<file path="config.mk">
export PLATFORM = sky130hd
export DESIGN_NAME = icache
export DESIGN_NICKNAME = d
export VERILOG_FILES = /design/src/rtl/icache_pkg.sv /design/src/rtl/icache_array.sv /design/src/rtl/icache.sv
export SDC_FILE = /design/constraint.sdc
export NUM_CORES = 2
export LEC_CHECK = 0
export ABC_AREA = 0
export CORE_UTILIZATION = 50
export CTS_BUF_LIST = sky130_fd_sc_hd__clkbuf_8
export DETAILED_ROUTE_END_ITERATION = 16
export PLACE_DENSITY = 0.66
export SLEW_MARGIN = 20
export SYNTH_ARGS = -nofsm -noshare
export SYNTH_HDL_FRONTEND = slang
export SYNTH_SLANG_ARGS = --single-unit
</file>
<file path="constraint.sdc">
create_clock -name clock -period 3.5 [get_ports clock]
set_clock_uncertainty 0.2 [all_clocks]
set_input_delay 0.35 -clock clock [delete_from_list [all_inputs] [get_ports clock]]
set_output_delay 0.35 -clock clock [all_outputs]
set_load 0.01 [all_outputs]
</file>
<file path="src/rtl/icache_pkg.sv">
// Shared field widths and FSM encoding for the instruction cache.
package icache_pkg;

    localparam int TAG_W    = 4;
    localparam int INDEX_W  = 4;
    localparam int OFFSET_W = 2;

    typedef enum logic [1:0] {
        IDLE   = 2'd0,
        REFILL = 2'd1,
        FILLED = 2'd2
    } state_t;

endpackage

</file>
<file path="src/rtl/icache_array.sv">
// Valid/tag/data storage for the direct-mapped icache: one combinational
// read port, one word write port, a line-fill strobe and a flash-invalidate.
module icache_array #(
    parameter int TAG_W    = 4,
    parameter int INDEX_W  = 4,
    parameter int OFFSET_W = 2,
    parameter int DATA_W   = 32
) (
    input  logic                clock,
    input  logic                reset,
    input  logic [INDEX_W-1:0]  rd_index,
    input  logic [OFFSET_W-1:0] rd_offset,
    output logic                rd_valid,
    output logic [TAG_W-1:0]    rd_tag,
    output logic [DATA_W-1:0]   rd_data,
    input  logic                wr_en,
    input  logic [INDEX_W-1:0]  wr_index,
    input  logic [OFFSET_W-1:0] wr_offset,
    input  logic [DATA_W-1:0]   wr_data,
    input  logic                fill_en,
    input  logic [TAG_W-1:0]    fill_tag,
    input  logic                flush
);
    import icache_pkg::*;

    localparam int LINES = 1 << INDEX_W;
    localparam int WORDS = 1 << (INDEX_W + OFFSET_W);

    logic [LINES-1:0]  valid_q;
    logic [TAG_W-1:0]  tag_mem  [LINES];
    logic [DATA_W-1:0] data_mem [WORDS];

    // Valid bits: cleared by reset or flush, set when a line fill completes.
    always_ff @(posedge clock or posedge reset) begin
        if (reset)
            valid_q <= '0;
        else if (flush)
            valid_q <= '0;
        else if (fill_en)
            valid_q[wr_index] <= 1'b1;
    end

    // Tag and data arrays carry no reset; an entry only matters once valid.
    always_ff @(posedge clock) begin
        if (wr_en)
            data_mem[{wr_index, wr_offset}] <= wr_data;
        if (fill_en)
            tag_mem[wr_index] <= fill_tag;
    end

    assign rd_valid = valid_q[rd_index];
    assign rd_tag   = tag_mem[rd_index];
    assign rd_data  = data_mem[{rd_index, rd_offset}];

endmodule

</file>
<file path="src/rtl/icache.sv">
// Direct-mapped read-only instruction cache between IM and the fetch stage.
// A miss stalls the core (PReady=0) while the whole line is fetched from IM
// in offset order, then the re-lookup hits.
//
//   state  | meaning
//   IDLE   | lookup; hit serves PData, miss latches tag/index
//   REFILL | one IM read per SysReady beat, offset 0 upward
//   FILLED | line now valid; one bubble before the re-lookup
module icache #(
    parameter int ADDR_W   = 10,
    parameter int INDEX_W  = icache_pkg::INDEX_W,
    parameter int OFFSET_W = icache_pkg::OFFSET_W,
    parameter int DATA_W   = 32
) (
    input  logic              clock,
    input  logic              reset,
    input  logic              PStrobe,
    input  logic [ADDR_W-1:0] PAddress,
    output logic              PReady,
    output logic [DATA_W-1:0] PData,
    input  logic              Invalidate,
    output logic              SysStrobe,
    output logic [ADDR_W-1:0] SysAddress,
    input  logic [DATA_W-1:0] SysData,
    input  logic              SysReady
);
    import icache_pkg::*;

    localparam int TAG_W    = ADDR_W - INDEX_W - OFFSET_W;
    localparam int LINE_LSB = INDEX_W + OFFSET_W;

    state_t              state, state_nxt;
    logic [TAG_W-1:0]    tag_q;
    logic [INDEX_W-1:0]  idx_q;
    logic [OFFSET_W-1:0] cnt_q;

    logic [TAG_W-1:0]    req_tag;
    logic [INDEX_W-1:0]  req_idx;
    logic [OFFSET_W-1:0] req_off;
    logic                rd_valid;
    logic [TAG_W-1:0]    rd_tag;
    logic [DATA_W-1:0]   rd_data;
    logic                hit, miss, beat, last_beat, fill_en;

    assign req_tag = PAddress[ADDR_W-1:LINE_LSB];
    assign req_idx = PAddress[LINE_LSB-1:OFFSET_W];
    assign req_off = PAddress[OFFSET_W-1:0];

    assign hit       = PStrobe & rd_valid & (rd_tag == req_tag);
    assign miss      = (state == IDLE) & PStrobe & ~hit;
    assign beat      = (state == REFILL) & SysReady;
    assign last_beat = beat & (cnt_q == '1);
    // An invalidate on the final beat must leave the line invalid.
    assign fill_en   = last_beat & ~Invalidate;

    icache_array #(
        .TAG_W    (TAG_W),
        .INDEX_W  (INDEX_W),
        .OFFSET_W (OFFSET_W),
        .DATA_W   (DATA_W)
    ) u_array (
        .clock     (clock),
        .reset     (reset),
        .rd_index  (req_idx),
        .rd_offset (req_off),
        .rd_valid  (rd_valid),
        .rd_tag    (rd_tag),
        .rd_data   (rd_data),
        .wr_en     (beat),
        .wr_index  (idx_q),
        .wr_offset (cnt_q),
        .wr_data   (SysData),
        .fill_en   (fill_en),
        .fill_tag  (tag_q),
        .flush     (Invalidate)
    );

    // State register.
    always_ff @(posedge clock or posedge reset) begin
        if (reset)
            state <= IDLE;
        else
            state <= state_nxt;
    end

    // Latched miss address and refill beat counter.
    always_ff @(posedge clock or posedge reset) begin
        if (reset) begin
            tag_q <= '0;
            idx_q <= '0;
            cnt_q <= '0;
        end else if (miss) begin
            tag_q <= req_tag;
            idx_q <= req_idx;
            cnt_q <= '0;
        end else if (beat) begin
            cnt_q <= cnt_q + 1'b1;
        end
    end

    // Next state and handshake outputs.
    always_comb begin
        state_nxt = state;
        PReady    = 1'b0;
        SysStrobe = 1'b0;
        case (state)
            IDLE: begin
                PReady = hit | ~PStrobe;
                if (miss)
                    state_nxt = REFILL;
            end
            REFILL: begin
                SysStrobe = 1'b1;
                if (Invalidate)
                    state_nxt = IDLE;
                else if (last_beat)
                    state_nxt = FILLED;
            end
            FILLED: state_nxt = IDLE;
            default: state_nxt = IDLE;
        endcase
        // The core is held in reset too, so nothing is stalling it.
        if (reset)
            PReady = 1'b1;
    end

    assign SysAddress = SysStrobe ? {tag_q, idx_q, cnt_q} : '0;
    assign PData      = ((state == IDLE) && hit) ? rd_data : '0;

endmodule
</file>
==> metrics <==
result of the run complete, but fails checks; violated checks negative setup slack; Die Area approximately 0.17 sq mm; Detail Route Antenna Nets 0; minimum clock period between 4000 and 5000 ps; Area Overhead vs Synth 16.4%; R2R Setup Slk -400 ps; relative slew slack approximately a quarter; number of max-cap violations 0; Post-Synthesis Cells 3238; largest family of logic cells by synthesized area multiplexers; global-route usage over all layers 25.1%; classification of the worst-slack hold path in -> reg; average footprint of a synthesized cell about 25 sq um; most common cell after layout, fill and taps aside edfxtp_1; global-route wire length before repair just under 300 mm; endpoints failing setup 35; parity-gate share of the synthesized area counting xor and xnor cells 0.0428%; via total after detailed routing around 40000; CP arrival 3640 ps; number of pins with negative max-slew slack in the final report 0; synthesized netlist net count 3286; kind of start point of the critical path flop; CTS Buffer Depth 4; Max Fclk ~240 MHz; initial core utilization about half; Worst Max-Slew Pin Slew 1140 ps; post-synthesis share of cell area spent on full adders, half adders and majority gates 0.0153%; classification of the worst setup path reg -> out; die boundary height just over 400 um; count of input and output buffers 90; net count of the finished layout about 3900; # IOs a little over 90; reported leakage power between 30 and 40 nW; commonest cells after routing, fill and taps aside 2112 x edfxtp_1, 688 x mux4_2, 347 x clkbuf_8; count of state elements after synthesis roughly 2100; part of the Yosys area used for sequential elements 78.4%; Clock Root Buffer clkbuf_8; Peak supply drop about 0.43 mV; number of antenna violations at the first check in global routing 18; post-route DRC violation count 0; total of warnings raised by yosys 0; number of enable flip-flop cells after synthesis 2112; Reg2Reg Capture Point cnt_q[1]; hold depth 2; via count of the first global-routing pass ~40000; total negative setup slack -20620 ps; first-iteration detailed-routing DRC count 5234; Post-Place Worst Slack -783 ps; ratio of cells with drive above 1 in the final layout between 30% and 40%; worst-case reg-to-reg path depth 20; die width 406 um; Worst Hold Launch SysData[0]; power density over the cells about 540 mW/mm^2; Critical Path Slowest Stage Cell mux4_2; total count of hold-check failures in the final report 0; total length of routed wires around 200 mm; share of synthesized area spent on multiplexers between 10% and 20%; Overflow after GRT 0; number of distinct standard cells referenced by the synthesized netlist 38; critical path required time about 3000 ps; TritonCTS clock tree built; main flop type after synthesis edfxtp_1; Slowest Stage Delay on Critical Path 470 ps; endpoint of the worst hold-timing path u_array.data_mem[0][0]; share of synthesized cell area in and, or, nand and nor gates less than 1%; post-route fraction of the period consumed by the critical path 120%; weighted congestion reported at the end of routability-driven placement about 0.81; post-synthesis async set-or-reset flop share roughly 1.3%; post-route total power slightly above 50 mW; routed len/inst between 30 and 40 um; Core Rows 148; Worst Setup End Kind primary output; via count normalized by instance count about 6.3; total clock buffers created by CTS around 340; Crit Path Max Fanout 16; setup repair after global routing missed its margin true; crit-path cells mux4_2 -> mux2i_1 -> mux2_2 -> a32oi_2 -> nand4_1 -> buf_6 -> buf_12 -> a211oi_4 -> buf_2; H-tree Lvls 5; DR pass1 iterations 11; Detail Placement HPWL roughly 120 mm; pin count of the biggest net entering global routing 65; insertion delay of the later-clocked pin in the worst-skew pair around 990 ps; complex-gate fraction of the synthesized area less than 1%; clock slew at reported path FFs ~60 ps; origin of the critical flop-to-flop path u_array.tag_mem[9][0]; cell area after technology mapping between 0.08 and 0.09 sq mm; Placeable Area ~0.16 sq mm; Final Core Density between 50 and 60%; clock sink count 2140; Final WS setup -692 ps
[logic make-up after synthesis]
| logic type | after synthesis |
|---|---|
| flip-flops | 2140 |
| multiplexers | 709 |
| buffers and inverters | 177 |
| AND/OR/NAND/NOR | 169 |
| AO/OA/AOI/OAI | 38 |
| XOR/XNOR | 4 |
| adder cells (fa/ha/maj) | 1 |
[power by group]
| group | switching, mW | total, mW | leakage, nW | internal (mW) |
|---|---|---|---|---|
| registers | 0.205 | 28.8 | 19.4 | 28.6 |
| clock network | 9.34 | 18.9 | 3.31 | 9.57 |
| logic | 2.00 | 3.49 | 7.62 | 1.49 |
[routing by layer]
layer	vias up	track usage, %	wire length, um	part of all wire [%]
li1	15300	-	-	-
met1	21300	34.8	79800	39
met2	2063	40.5	102000	50
met3	359	5.01	17900	8.8
met4	4	7.59	5180	2.5
met5	-	0	27	0.013
[state kept, by name (all words and copies together), names as in the netlist]
register          cells
idx_q                 4
u_array.valid_q      16
u_array.tag_mem      64
state                 2
cnt_q                 2
tag_q                 4
u_array.data_mem   2048
[Yosys cell counts, drive strengths merged, types with 3 or more instances]
cell type  instances  area share (%)
nand3b             3           0.028
xor2               3           0.032
nand2b             3           0.023
a21oi              3           0.018
or2                3           0.023
mux2i             12            0.15
mux4             688              19
nand3              5           0.031
and2              11           0.084
a21o              16            0.15
inv                3           0.014
mux2               9            0.12
clkbuf            75            0.34
nor2              84            0.39
nor2b             35            0.27
dfrtp             28            0.86
nor3               4           0.024
a211oi            12            0.11
edfxtp          2112              78
buf               98            0.62
nand2             15           0.069
[final cells by class]
class | instances | area, sq um
fillers | 11200 | 67400
flip-flops and latches | 2140 | 64100
multi-input cells | 921 | 17500
repair buffers | 429 | 4950
clock buffers | 346 | 4760
well taps | 2175 | 2720
clock inverters | 223 | 1080
diodes | 7 | 17.5
inverters | 4 | 15.0
[worst max-delay path, delay by kind of cell (launching register included)]
family | cells | cell delay [ps]
flip-flops | 1 | 370
buffers and inverters | 3 | 530
AND/OR/NAND/NOR | 1 | 170
multiplexers | 3 | 1060
AO/OA/AOI/OAI | 2 | 530
[what timing repair did]
| action | CTS | global route |
|---|---|---|
| endpoints found under the hold margin | 2099 | 0 |
| setup endpoints to repair | 33 | 35 |
| pin swaps | 6 | 3 |
| hold buffers | 43 | 0 |
| setup buffers | 13 | 1 |
| resized for setup | 180 | 25 |
[worst max-delay path by stage]
| stage | endpoint | from | depth (start not counted) |
|---|---|---|---|
| 5_1_grt | PData[30] | u_array.tag_mem[15][3] | 10 |
| 6_report | PData[20] | u_array.tag_mem[15][3] | 9 |
| 2_1_floorplan | u_array.data_mem[54][0] | idx_q[2] | 5 |
| 3_5_place_dp | PData[16] | PAddress[4] | 9 |
| 3_3_place_gp | PData[16] | PAddress[3] | 10 |
| 4_1_cts | PData[1] | u_array.tag_mem[15][2] | 9 |
[per-stage QoR]
stage | hold slack, ps | std cells | instance area [sq um]
3_3_place_gp | 254 | 5610 | 88600
2_1_floorplan | 224 | 3238 | 81800
3_5_place_dp | 265 | 5610 | 88600
5_1_grt | 82.4 | 6240 | 95200
4_1_cts | 30.5 | 6234 | 95000
6_report | 95.3 | 6245 | 95200
No activity file was read; power rests on OpenSTA's default activity.
